`src/rtl/clkgen_pkg.sv`:
```
// Shared types and helpers for the duty-cycle clock generator.
// Config fields are carried at CNT_W_DEFAULT bits; narrower instances zero-extend into them.
package clkgen_pkg;

    localparam int CNT_W_DEFAULT = 16;

    typedef enum logic [1:0] {
        ST_IDLE = 2'd0,
        ST_LOW  = 2'd1,
        ST_HIGH = 2'd2
    } state_t;

    typedef struct packed {
        logic [CNT_W_DEFAULT-1:0] period;
        logic [CNT_W_DEFAULT-1:0] high;
    } clk_cfg_t;

    // A usable shape needs at least one low and one high cycle.
    function automatic logic cfg_is_valid(input clk_cfg_t cfg);
        logic ok;
        ok = (cfg.period >= CNT_W_DEFAULT'(2))
          && (cfg.high   >= CNT_W_DEFAULT'(1))
          && (cfg.high   <  cfg.period);
        return ok;
    endfunction

endpackage

```
`src/rtl/clkgen_cfg_shadow.sv`:
```
// Config port: valid/ready handshake, request validation, error pulse and the
// one-deep shadow register that the generator FSM drains with a load strobe.
module clkgen_cfg_shadow
    import clkgen_pkg::*;
#(
    parameter int CNT_W = CNT_W_DEFAULT
) (
    input  logic             clock,
    input  logic             reset,
    input  logic             cfg_valid,
    output logic             cfg_ready,
    input  logic [CNT_W-1:0] cfg_period,
    input  logic [CNT_W-1:0] cfg_high,
    output logic             cfg_err,
    input  logic             load,
    output logic             shadow_full,
    output clk_cfg_t         shadow_cfg
);

    clk_cfg_t req_s;
    clk_cfg_t shadow_r;
    clk_cfg_t shadow_s;
    logic     full_r;
    logic     full_s;
    logic     ready_r;
    logic     err_r;
    logic     err_s;
    logic     accept_s;
    logic     req_ok_s;

    // Accept/validate requests and track shadow occupancy; load only happens while full,
    // so it can never coincide with an accept.
    always_comb begin
        req_s.period = CNT_W_DEFAULT'(cfg_period);
        req_s.high   = CNT_W_DEFAULT'(cfg_high);
        req_ok_s     = cfg_is_valid(req_s);
        accept_s     = cfg_valid & ready_r;
        full_s       = full_r;
        shadow_s     = shadow_r;
        err_s        = 1'b0;
        if (accept_s) begin
            if (req_ok_s) begin
                full_s   = 1'b1;
                shadow_s = req_s;
            end else begin
                err_s    = 1'b1;
            end
        end else if (load) begin
            full_s = 1'b0;
        end else begin
            full_s = full_r;
        end
    end

    // Shadow state and registered handshake outputs.
    always_ff @(posedge clock) begin
        if (reset) begin
            full_r   <= 1'b0;
            shadow_r <= '0;
            ready_r  <= 1'b1;
            err_r    <= 1'b0;
        end else begin
            full_r   <= full_s;
            shadow_r <= shadow_s;
            ready_r  <= ~full_s;
            err_r    <= err_s;
        end
    end

    assign cfg_ready   = ready_r;
    assign cfg_err     = err_r;
    assign shadow_full = full_r;
    assign shadow_cfg  = shadow_r;

endmodule

```
`src/rtl/clkgen_duty_ctrl.sv`:
```
// Runtime duty-cycle clock generator: low phase then high phase per period,
// config changes and stop requests only take effect on period boundaries.
module clkgen_duty_ctrl
    import clkgen_pkg::*;
#(
    parameter int CNT_W      = CNT_W_DEFAULT,
    parameter int DEF_PERIOD = 10,
    parameter int DEF_HIGH   = 8
) (
    input  logic             clock,
    input  logic             reset,
    input  logic             enable,
    input  logic             cfg_valid,
    output logic             cfg_ready,
    input  logic [CNT_W-1:0] cfg_period,
    input  logic [CNT_W-1:0] cfg_high,
    output logic             cfg_err,
    output logic             clk_out,
    output logic             period_start,
    output logic             active
);

    localparam logic [CNT_W-1:0] ONE = CNT_W'(1);

    state_t           state_r;
    state_t           state_s;
    logic [CNT_W-1:0] cnt_r;
    logic [CNT_W-1:0] cnt_s;
    logic [CNT_W-1:0] act_period_r;
    logic [CNT_W-1:0] act_high_r;
    logic [CNT_W-1:0] act_period_s;
    logic [CNT_W-1:0] act_high_s;
    logic [CNT_W-1:0] sh_period_s;
    logic [CNT_W-1:0] sh_high_s;
    logic [CNT_W-1:0] eff_period_s;
    logic [CNT_W-1:0] eff_high_s;
    logic [CNT_W-1:0] eff_low_s;
    logic             clk_out_r;
    logic             period_start_r;
    logic             period_start_s;
    logic             active_r;
    logic             load_s;
    logic             shadow_full_s;
    clk_cfg_t         shadow_cfg_s;

    clkgen_cfg_shadow #(
        .CNT_W (CNT_W)
    ) u_cfg_shadow (
        .clock       (clock),
        .reset       (reset),
        .cfg_valid   (cfg_valid),
        .cfg_ready   (cfg_ready),
        .cfg_period  (cfg_period),
        .cfg_high    (cfg_high),
        .cfg_err     (cfg_err),
        .load        (load_s),
        .shadow_full (shadow_full_s),
        .shadow_cfg  (shadow_cfg_s)
    );

    assign sh_period_s = CNT_W'(shadow_cfg_s.period);
    assign sh_high_s   = CNT_W'(shadow_cfg_s.high);

    // A period that starts together with a shadow load must already use the new shape.
    assign eff_period_s = shadow_full_s ? sh_period_s : act_period_r;
    assign eff_high_s   = shadow_full_s ? sh_high_s   : act_high_r;
    assign eff_low_s    = eff_period_s - eff_high_s;

    // Next-state, counter reload and shadow load decisions.
    always_comb begin
        state_s        = state_r;
        cnt_s          = cnt_r;
        period_start_s = 1'b0;
        load_s         = 1'b0;
        case (state_r)
            ST_IDLE: begin
                load_s = shadow_full_s;
                if (enable) begin
                    state_s        = ST_LOW;
                    cnt_s          = eff_low_s - ONE;
                    period_start_s = 1'b1;
                end else begin
                    state_s = ST_IDLE;
                    cnt_s   = '0;
                end
            end
            ST_LOW: begin
                if (cnt_r == '0) begin
                    state_s = ST_HIGH;
                    cnt_s   = act_high_r - ONE;
                end else begin
                    cnt_s   = cnt_r - ONE;
                end
            end
            ST_HIGH: begin
                if (cnt_r == '0) begin
                    load_s = shadow_full_s;
                    if (enable) begin
                        state_s        = ST_LOW;
                        cnt_s          = eff_low_s - ONE;
                        period_start_s = 1'b1;
                    end else begin
                        state_s = ST_IDLE;
                        cnt_s   = '0;
                    end
                end else begin
                    cnt_s = cnt_r - ONE;
                end
            end
            default: begin
                state_s = ST_IDLE;
                cnt_s   = '0;
            end
        endcase
        if (load_s) begin
            act_period_s = eff_period_s;
            act_high_s   = eff_high_s;
        end else begin
            act_period_s = act_period_r;
            act_high_s   = act_high_r;
        end
    end

    // State, counter, active config and registered outputs decoded from the next state.
    always_ff @(posedge clock) begin
        if (reset) begin
            state_r        <= ST_IDLE;
            cnt_r          <= '0;
            act_period_r   <= CNT_W'(DEF_PERIOD);
            act_high_r     <= CNT_W'(DEF_HIGH);
            clk_out_r      <= 1'b0;
            period_start_r <= 1'b0;
            active_r       <= 1'b0;
        end else begin
            state_r        <= state_s;
            cnt_r          <= cnt_s;
            act_period_r   <= act_period_s;
            act_high_r     <= act_high_s;
            clk_out_r      <= (state_s == ST_HIGH);
            period_start_r <= period_start_s;
            active_r       <= (state_s != ST_IDLE);
        end
    end

    assign clk_out      = clk_out_r;
    assign period_start = period_start_r;
    assign active       = active_r;

endmodule

```
`config.mk`:
```
export PLATFORM = sky130hd
export DESIGN_NAME = clkgen_duty_ctrl
export DESIGN_NICKNAME = d
export VERILOG_FILES = /design/src/rtl/clkgen_pkg.sv /design/src/rtl/clkgen_cfg_shadow.sv /design/src/rtl/clkgen_duty_ctrl.sv
export SDC_FILE = /design/constraint.sdc
export NUM_CORES = 1
export LEC_CHECK = 0
export ABC_AREA = 1
export CORE_MARGIN = 4
export CORE_UTILIZATION = 58
export CTS_BUF_LIST = sky130_fd_sc_hd__clkbuf_4 sky130_fd_sc_hd__clkbuf_8
export CTS_CLUSTER_SIZE = 40
export DETAILED_ROUTE_END_ITERATION = 12
export PLACE_DENSITY = 0.8
export SYNTH_ARGS = -nofsm -noshare
export SYNTH_HDL_FRONTEND = slang
export SYNTH_SLANG_ARGS = --single-unit
```
`constraint.sdc`:
```
create_clock -name clock -period 3.4 [get_ports clock]
set_input_delay 0.34 -clock clock [delete_from_list [all_inputs] [get_ports clock]]
set_output_delay 0.34 -clock clock [all_outputs]
set_load 0.01 [all_outputs]
```
==> out/metrics.csv <==
stage,metric,value,unit
critical_path,most frequent CP cell,nand2_1,
floorplanning,Rows,36,
cells_and_area,fin nets,1035,
critical_path,"slowest stage delay, CP",670,ps
route,Total Wirelength,14410,um
floorplanning,die height,109.5,um
route,# DRC,0,
critical_path,Arrival @ worst endpoint,2880,ps
cells_and_area,Diodes inserted,0,
timing,final worst slack,761.1,ps
cts,# resized after CTS,0,
yosys,ys flop type,dfxtp_1,
timing,number of hold violations in the final report,0,
yosys,post-synthesis simple-gate area fraction,0.3485,
yosys,Mapped Area,0.005981,mm^2
cts,CTS tree,yes,
route,DRT iter0 DRCs,401,
yosys,Synth Area in Compound Gates,0.1364,
critical_path,CP startpoint kind,flop,
hold_path,Tightest Hold Check Type,flop to flop,
yosys,Post-synth ARST share,0,
grt,initial antenna violation count,0,
yosys,number of enable flip-flop cells after synthesis,0,
yosys,Seq cells post-synth,88,
cts,Sink Count,88,
yosys,"top cells by count, synth","nand2_1 (244), nor2_1 (152), inv_1 (130)",
route,Antenna Nets Post-Route,0,
placed_design,pre-CTS setup slack,791.5,ps
cells_and_area,layout cells sized above 1,0.06694,
critical_path,CP max stage cell,dfxtp_2,
yosys,largest family of logic cells by synthesized area,simple AND/OR/NAND/NOR gates,
placed_design,Port-buffer cells,40,
critical_path,critical path data required time,3650,ps
timing,RSZ-0062 raised after global routing,no,
timing,final period demand of the worst path,2639,ps
yosys,most common cell in the synthesized netlist,nand2_1,
critical_path,Crit Path Category,flop to flop,
timing,Setup-failing EPs final,0,
yosys,Syn Area/Cell,6.369,um^2
yosys,Synth area leader,dfxtp_1,
timing,Final Max Slew Viols,0,
placed_design,gpl congestion,0.9070,
yosys,Yosys cell types,43,
route,DRT Pass-1 Iters,6,
timing,Worst slew margin,0.5860,
yosys,Post-Synthesis Cells,939,
floorplanning,Die Footprint,0.01200,mm^2
critical_path,worst path cell trace,buf_4 -> nand2_1 -> o21ai_0 -> ha_1 -> a21oi_1 -> nand2_1 -> a21oi_1 -> nand3_1 -> nand4_1 -> nand2_1 -> nor2_1 -> nor2_1,
cts,Clock Tree Root,clkbuf_8,
yosys,adder-cell area share of the yosys netlist,0.07029,
timing,Peak Freq,379.0,MHz
outcome,outcome,"complete, no violations",
floorplanning,core area,0.009910,mm^2
power_and_ir_drop,PnR Total Power,4.114,mW
grt,vias in the first global route,5446,
power_and_ir_drop,peak supply drop,0.2394,mV
cells_and_area,Layout area overhead,11.17,%
critical_path,cell family with most CP delay,flip-flops,
placed_design,dpl hpwl,10960,um
timing,Worst Skew,13.33,ps
yosys,top-area cell type share of the netlist area,0.2946,
route,vias,5774,
yosys,sequential area share after synthesis,0.2946,
placed_design,dpl cell area,0.006435,mm^2
cts,post-CTS setup buffers,0,
cts,deepest clock path buffer count,2,
yosys,syn nets,1008,
power_and_ir_drop,pwr dens,618.8,mW/mm^2
critical_path,worst-path fanout max,34,
cts,hold buffer count at CTS,0,
cts,CTS buffer count,9,
cts,Worst-Skew Late Latency,370,ps
grt,aggregate global-route resource usage,0.2576,
timing,Final period util,0.7761,
critical_path,CP endpoint kind,flop,
timing,WHS,456.5,ps
floorplanning,io pins,41,
cells_and_area,fin area,0.006649,mm^2
cts,H-tree depth,3,
timing,Worst Tran Pin Value,618.7,ps
yosys,YS warnings,0,
timing,setup TNS,0,ps
yosys,Area contributors post-synth,"dfxtp_1 (29%), nand2_1 (15%), nor2_1 (9.5%), inv_1 (8.2%), ha_1 (6.7%)",
yosys,mux cell area share after synthesis,0,
floorplanning,Initial Utilization,0.6035,
run,max cap viols,0,
route,vias per cell,5.230,
grt,first-pass GRT wire length,24920,um
grt,largest net degree at the start of global routing,66,
cts,"CTS clk-pin slew, worst paths",100,ps
grt,Congestion Overflow GR,0,
route,routed length per instance,13.05,um
critical_path,Buf/Inv on CP,1,
power_and_ir_drop,Pleak,3.206,nW
yosys,Post-Synth XOR/XNOR Area,0.03661,
floorplanning,die span in x,109.5,um
==> worst register-to-register path, stage by stage, from the launching register on <==
cell and delay [ps]:
dfxtp_2 670, buf_4 280, nand2_1 70, o21ai_0 120, ha_1 340, a21oi_1 320
nand2_1 90, a21oi_1 160, nand3_1 120, nand4_1 100, nand2_1 70, nor2_1 120
nor2_1 50
==> cells in the final DEF, fill, tap and decap left out, types with 2 or more instances in the layout <==
master and instances:
a211oi_2 14, a21oi_1 50, buf_4 7, clkbuf_8 10, clkdlybuf4s50_1 40, clkinv_4 3
dfxtp_1 87, ha_1 32, inv_1 130, inv_4 2, inv_6 2, nand2_1 244
nand2_2 4, nand3_1 47, nand3_2 2, nand3b_1 5, nand4_1 13, nor2_1 152
nor2_2 7, nor2_4 3, nor3_1 7, o211ai_1 4, o21ai_0 60, o22ai_1 2
or2_2 2, xnor2_1 11, xor2_1 14
==> logic make-up after synthesis <==
family                   Yosys count
adder cells (fa/ha/maj)           33
buffers and inverters            165
XOR/XNOR                          25
flip-flops                        88
AO/OA/AOI/OAI                    136
AND/OR/NAND/NOR                  492
==> area by class of cell <==
class	count	area, um^2
fill	941	3261
timing repair buffer	47	452.9
multi-input combinational	686	3540
clock inverter	6	76.32
sequential	88	1763
tap	133	166.4
inverter	134	513.0
clock buffer	10	137.6
==> metrics by stage <==
stage,instances,util
global placement,1088,0.6494
detailed placement,1088,0.6494
finish,1104,0.6710
global route,1104,0.6710
CTS,1104,0.6710
floorplan,939,-
==> power by group <==
group	switching [mW]	internal [mW]	total (mW)	leakage, nW
combinational	1.26	0.725	1.99	2.37
clock	0.424	0.372	0.796	0.109
sequential	0.137	1.19	1.33	0.724
==> layer usage <==
metal | share of wire | wire, um | track usage | vias to the layer above
li1 | - | - | - | 3011
met1 | 0.48 | 6857 | 0.3596 | 2604
met2 | 0.46 | 6624 | 0.4276 | 144
met3 | 0.053 | 769 | 0.02642 | 15
met4 | 0.011 | 158 | 0.06233 | 0
met5 | 0 | 0 | 0 | -
==> state kept, by name, indices dropped and copies added (netlist names) <==
name and flops:
u_cfg_shadow.shadow_cfg 32, act_high_r 16, act_period_r 16, cnt_r 16, state_r 2, active 1
clk_out 1, period_start 1, u_cfg_shadow.cfg_err 1, u_cfg_shadow.cfg_ready 1, u_cfg_shadow.shadow_full 1
==> worst paths after layout <==
path                                                           from                             to  slack, ps  cells past startpoint
worst min register to register        act_period_r[10]$_SDFFE_PP0P_  act_period_r[10]$_SDFFE_PP0P_        460                      2
worst max register to register  u_cfg_shadow.shadow_full$_SDFF_PP0_           cnt_r[15]$_SDFF_PP0_        760                     12
worst min-delay path                  act_period_r[10]$_SDFFE_PP0P_  act_period_r[10]$_SDFFE_PP0P_        460                      2
worst max-delay path            u_cfg_shadow.shadow_full$_SDFF_PP0_           cnt_r[15]$_SDFF_PP0_        760                     12
Power figures use the tool's default switching activity.
==> patch: new RTL, same settings <==
The package constant `CNT_W_DEFAULT` goes from 16 to 32.
--- a/src/rtl/clkgen_pkg.sv
+++ b/src/rtl/clkgen_pkg.sv
@@ -2,7 +2,7 @@
 // Config fields are carried at CNT_W_DEFAULT bits; narrower instances zero-extend into them.
 package clkgen_pkg;
 
-    localparam int CNT_W_DEFAULT = 16;
+    localparam int CNT_W_DEFAULT = 32;
 
     typedef enum logic [1:0] {
         ST_IDLE = 2'd0,
Ports: changed (resized cfg_high and cfg_period); port bits go from 41 to 73. The function was not compared with the original's and may differ.
==> patch against the unedited design <==
Area after synthesis up 100%. Die area up 94%. Sequential cell count up 80. Power up 77%. Maximum frequency down 8.9%. Worst hold slack worse by 0.068 ns. Sequential share of layout area down 1.5 points. Final cell count up 110%. Setup slack worse by 0.26 ns. Synthesized cell count up 120%. Sequential power up 81%. Cell area up 100%. Wire length up 140%.
==> patch: results (changes against the unedited design) <==
run_status:
  status: "finished, final reports clean"  # unchanged
clock_network:
  cts_root_buffer: "clkbuf_8"  # unchanged
  clock_latency_ns: 0.49  # was 0.37 ns
  htree_num_levels: 4  # was 3
  cts-buffers-inserted: 17  # was 9
global_routing:
  grt_pass1_wl_um: 56100  # was 24,900 µm
  grt_util_all_layers: 0.288  # was 0.258
  grt_util_met3: 0.0327  # was 0.0264
  grt_max_degree: 114  # was 66
  globalRouteMet2Util: 0.450  # was 0.428
  grt_pass1_vias: 11603  # was 5,446
  antenna_found_initial: 0  # unchanged
  grt_util_met1: 0.417  # was 0.360
yosys:
  synth_flop_cell: "dfxtp_1"  # unchanged
  synth.area.top_cells: "dfxtp_1 (28%), nand2_1 (17%), nor2_1 (10%), inv_1 (9.4%), ha_1 (6.6%)"  # was dfxtp_1 (29%), nand2_1 (15%), nor2_1 (9.5%), inv_1 (8.2%), ha_1 (6.7%)
  synth_common_cells: "nand2_1 (555), nor2_1 (338), inv_1 (302)"  # was nand2_1 (244), nor2_1 (152), inv_1 (130)
  yosys.cell_types.count: 42  # was 43
  ys_seq_area_frac: 0.278  # was 0.295
  syn_inst: 2031  # was 939
  synth_nets: 2164  # was 1,008
setup_path:
  crit_family: "simple AND/OR/NAND/NOR gates"  # was flip-flops
  arrival_ns: 3.33  # was 2.88 ns
  max_stage_delay_ns: 0.57  # was 0.67 ns
  worstPathMaxFanout: 37  # was 34
  slowest_stage: "dfxtp_4"  # was dfxtp_2
routing:
  route.met3.wl_um: 2330  # was 769 µm
  vias: 12673  # was 5,774
  top_layer: "met4"  # unchanged
  drt_iter0_drc: 1370  # was 401
  drtPass1Iterations: 7  # was 6
  wl_met1_um: 16300  # was 6860 µm
  met2_length_um: 15000  # was 6620 µm
  post_drt_wl_per_cell_um: 14.7  # was 13.1 µm
finish:
  largest_register_ffs: 64  # was 32
  fill_cells: 1922  # was 941
  drive_gt1_frac: 0.0350  # was 0.0669
  stdcell_count: 2356  # was 1,104
power_and_ir_drop:
  irDropWorstVdd_mv: 0.282  # was 0.239 mV
  p_leak_nw: 6.74  # was 3.21 nW
placed_design:
  hpwlAfterDp_um: 26400  # was 11,000 µm
  place_ws_ns: 0.551  # was 0.791 ns
  placed_cell_area_mm2: 0.0131  # was 0.00643 mm²
  portBuffers: 72  # was 40
  placed_cells: 2324  # was 1,088
  gp_congestion: 0.932  # was 0.907
min_path:
  min_path_type: "in -> reg"  # was reg -> reg
sta:
  skew_ns: 0.0195  # was 0.0133 ns
  worstMarginPinSlew_ns: 1.02  # was 0.619 ns
==> patch: changes by cell type after synthesis, sizes merged, moves of 63 or more <==
| cell | change |
|---|---|
| nand2 | +307 |
| o21ai | +65 |
| nor2 | +178 |
| nand3 | +63 |
| inv | +169 |
| dfxtp | +80 |
==> patch: power by group <==
| part | total, W | switching (W) | leakage [nW] | internal (W) |
|---|---|---|---|---|
| logic | 0.00348 | 0.00229 | 5.17 | 0.00119 |
| clock network | 0.00140 | 0.000871 | 0.187 | 0.000533 |
| registers | 0.00241 | 0.000199 | 1.38 | 0.00221 |
| total | 0.00729 | 0.00336 | 6.74 | 0.00394 |
==> patch: worst paths after layout <==
check	from	to	cells past startpoint	slack, ns
worst max-delay path	u_cfg_shadow.shadow_full$_SDFF_PP0_	cnt_r[22]$_SDFF_PP0_	16	0.50
worst min-delay path	reset	act_period_r[3]$_SDFFE_PP1P_	4	0.39
worst max register to register	u_cfg_shadow.shadow_full$_SDFF_PP0_	cnt_r[22]$_SDFF_PP0_	16	0.50
worst min register to register	act_period_r[11]$_SDFFE_PP0P_	act_period_r[11]$_SDFFE_PP0P_	2	0.46
==> patch: area by class of cell <==
class	instances	area, µm²	share of cell area
Clock inverter	15	131	0.00975
Multi-Input combinational cell	1488	7300	0.542
Inverter	304	1140	0.0847
Tap cell	270	338	0.0251
Clock buffer	17	234	0.0174
Sequential cell	168	3370	0.250
Timing Repair Buffer	94	956	0.0710
==> patch: kinds of logic (layout without fill, tap and decap cells) <==
logic type | after synthesis | in the layout | synth area share
DFF | 168 | 168 | 0.278
buffers and inverters | 375 | 430 | 0.119
adders and majority gates | 65 | 65 | 0.0678
AOI/OAI and AO/OA | 273 | 273 | 0.124
and+or+nand+nor | 1097 | 1097 | 0.373
xor gates and xnor gates | 53 | 53 | 0.0384
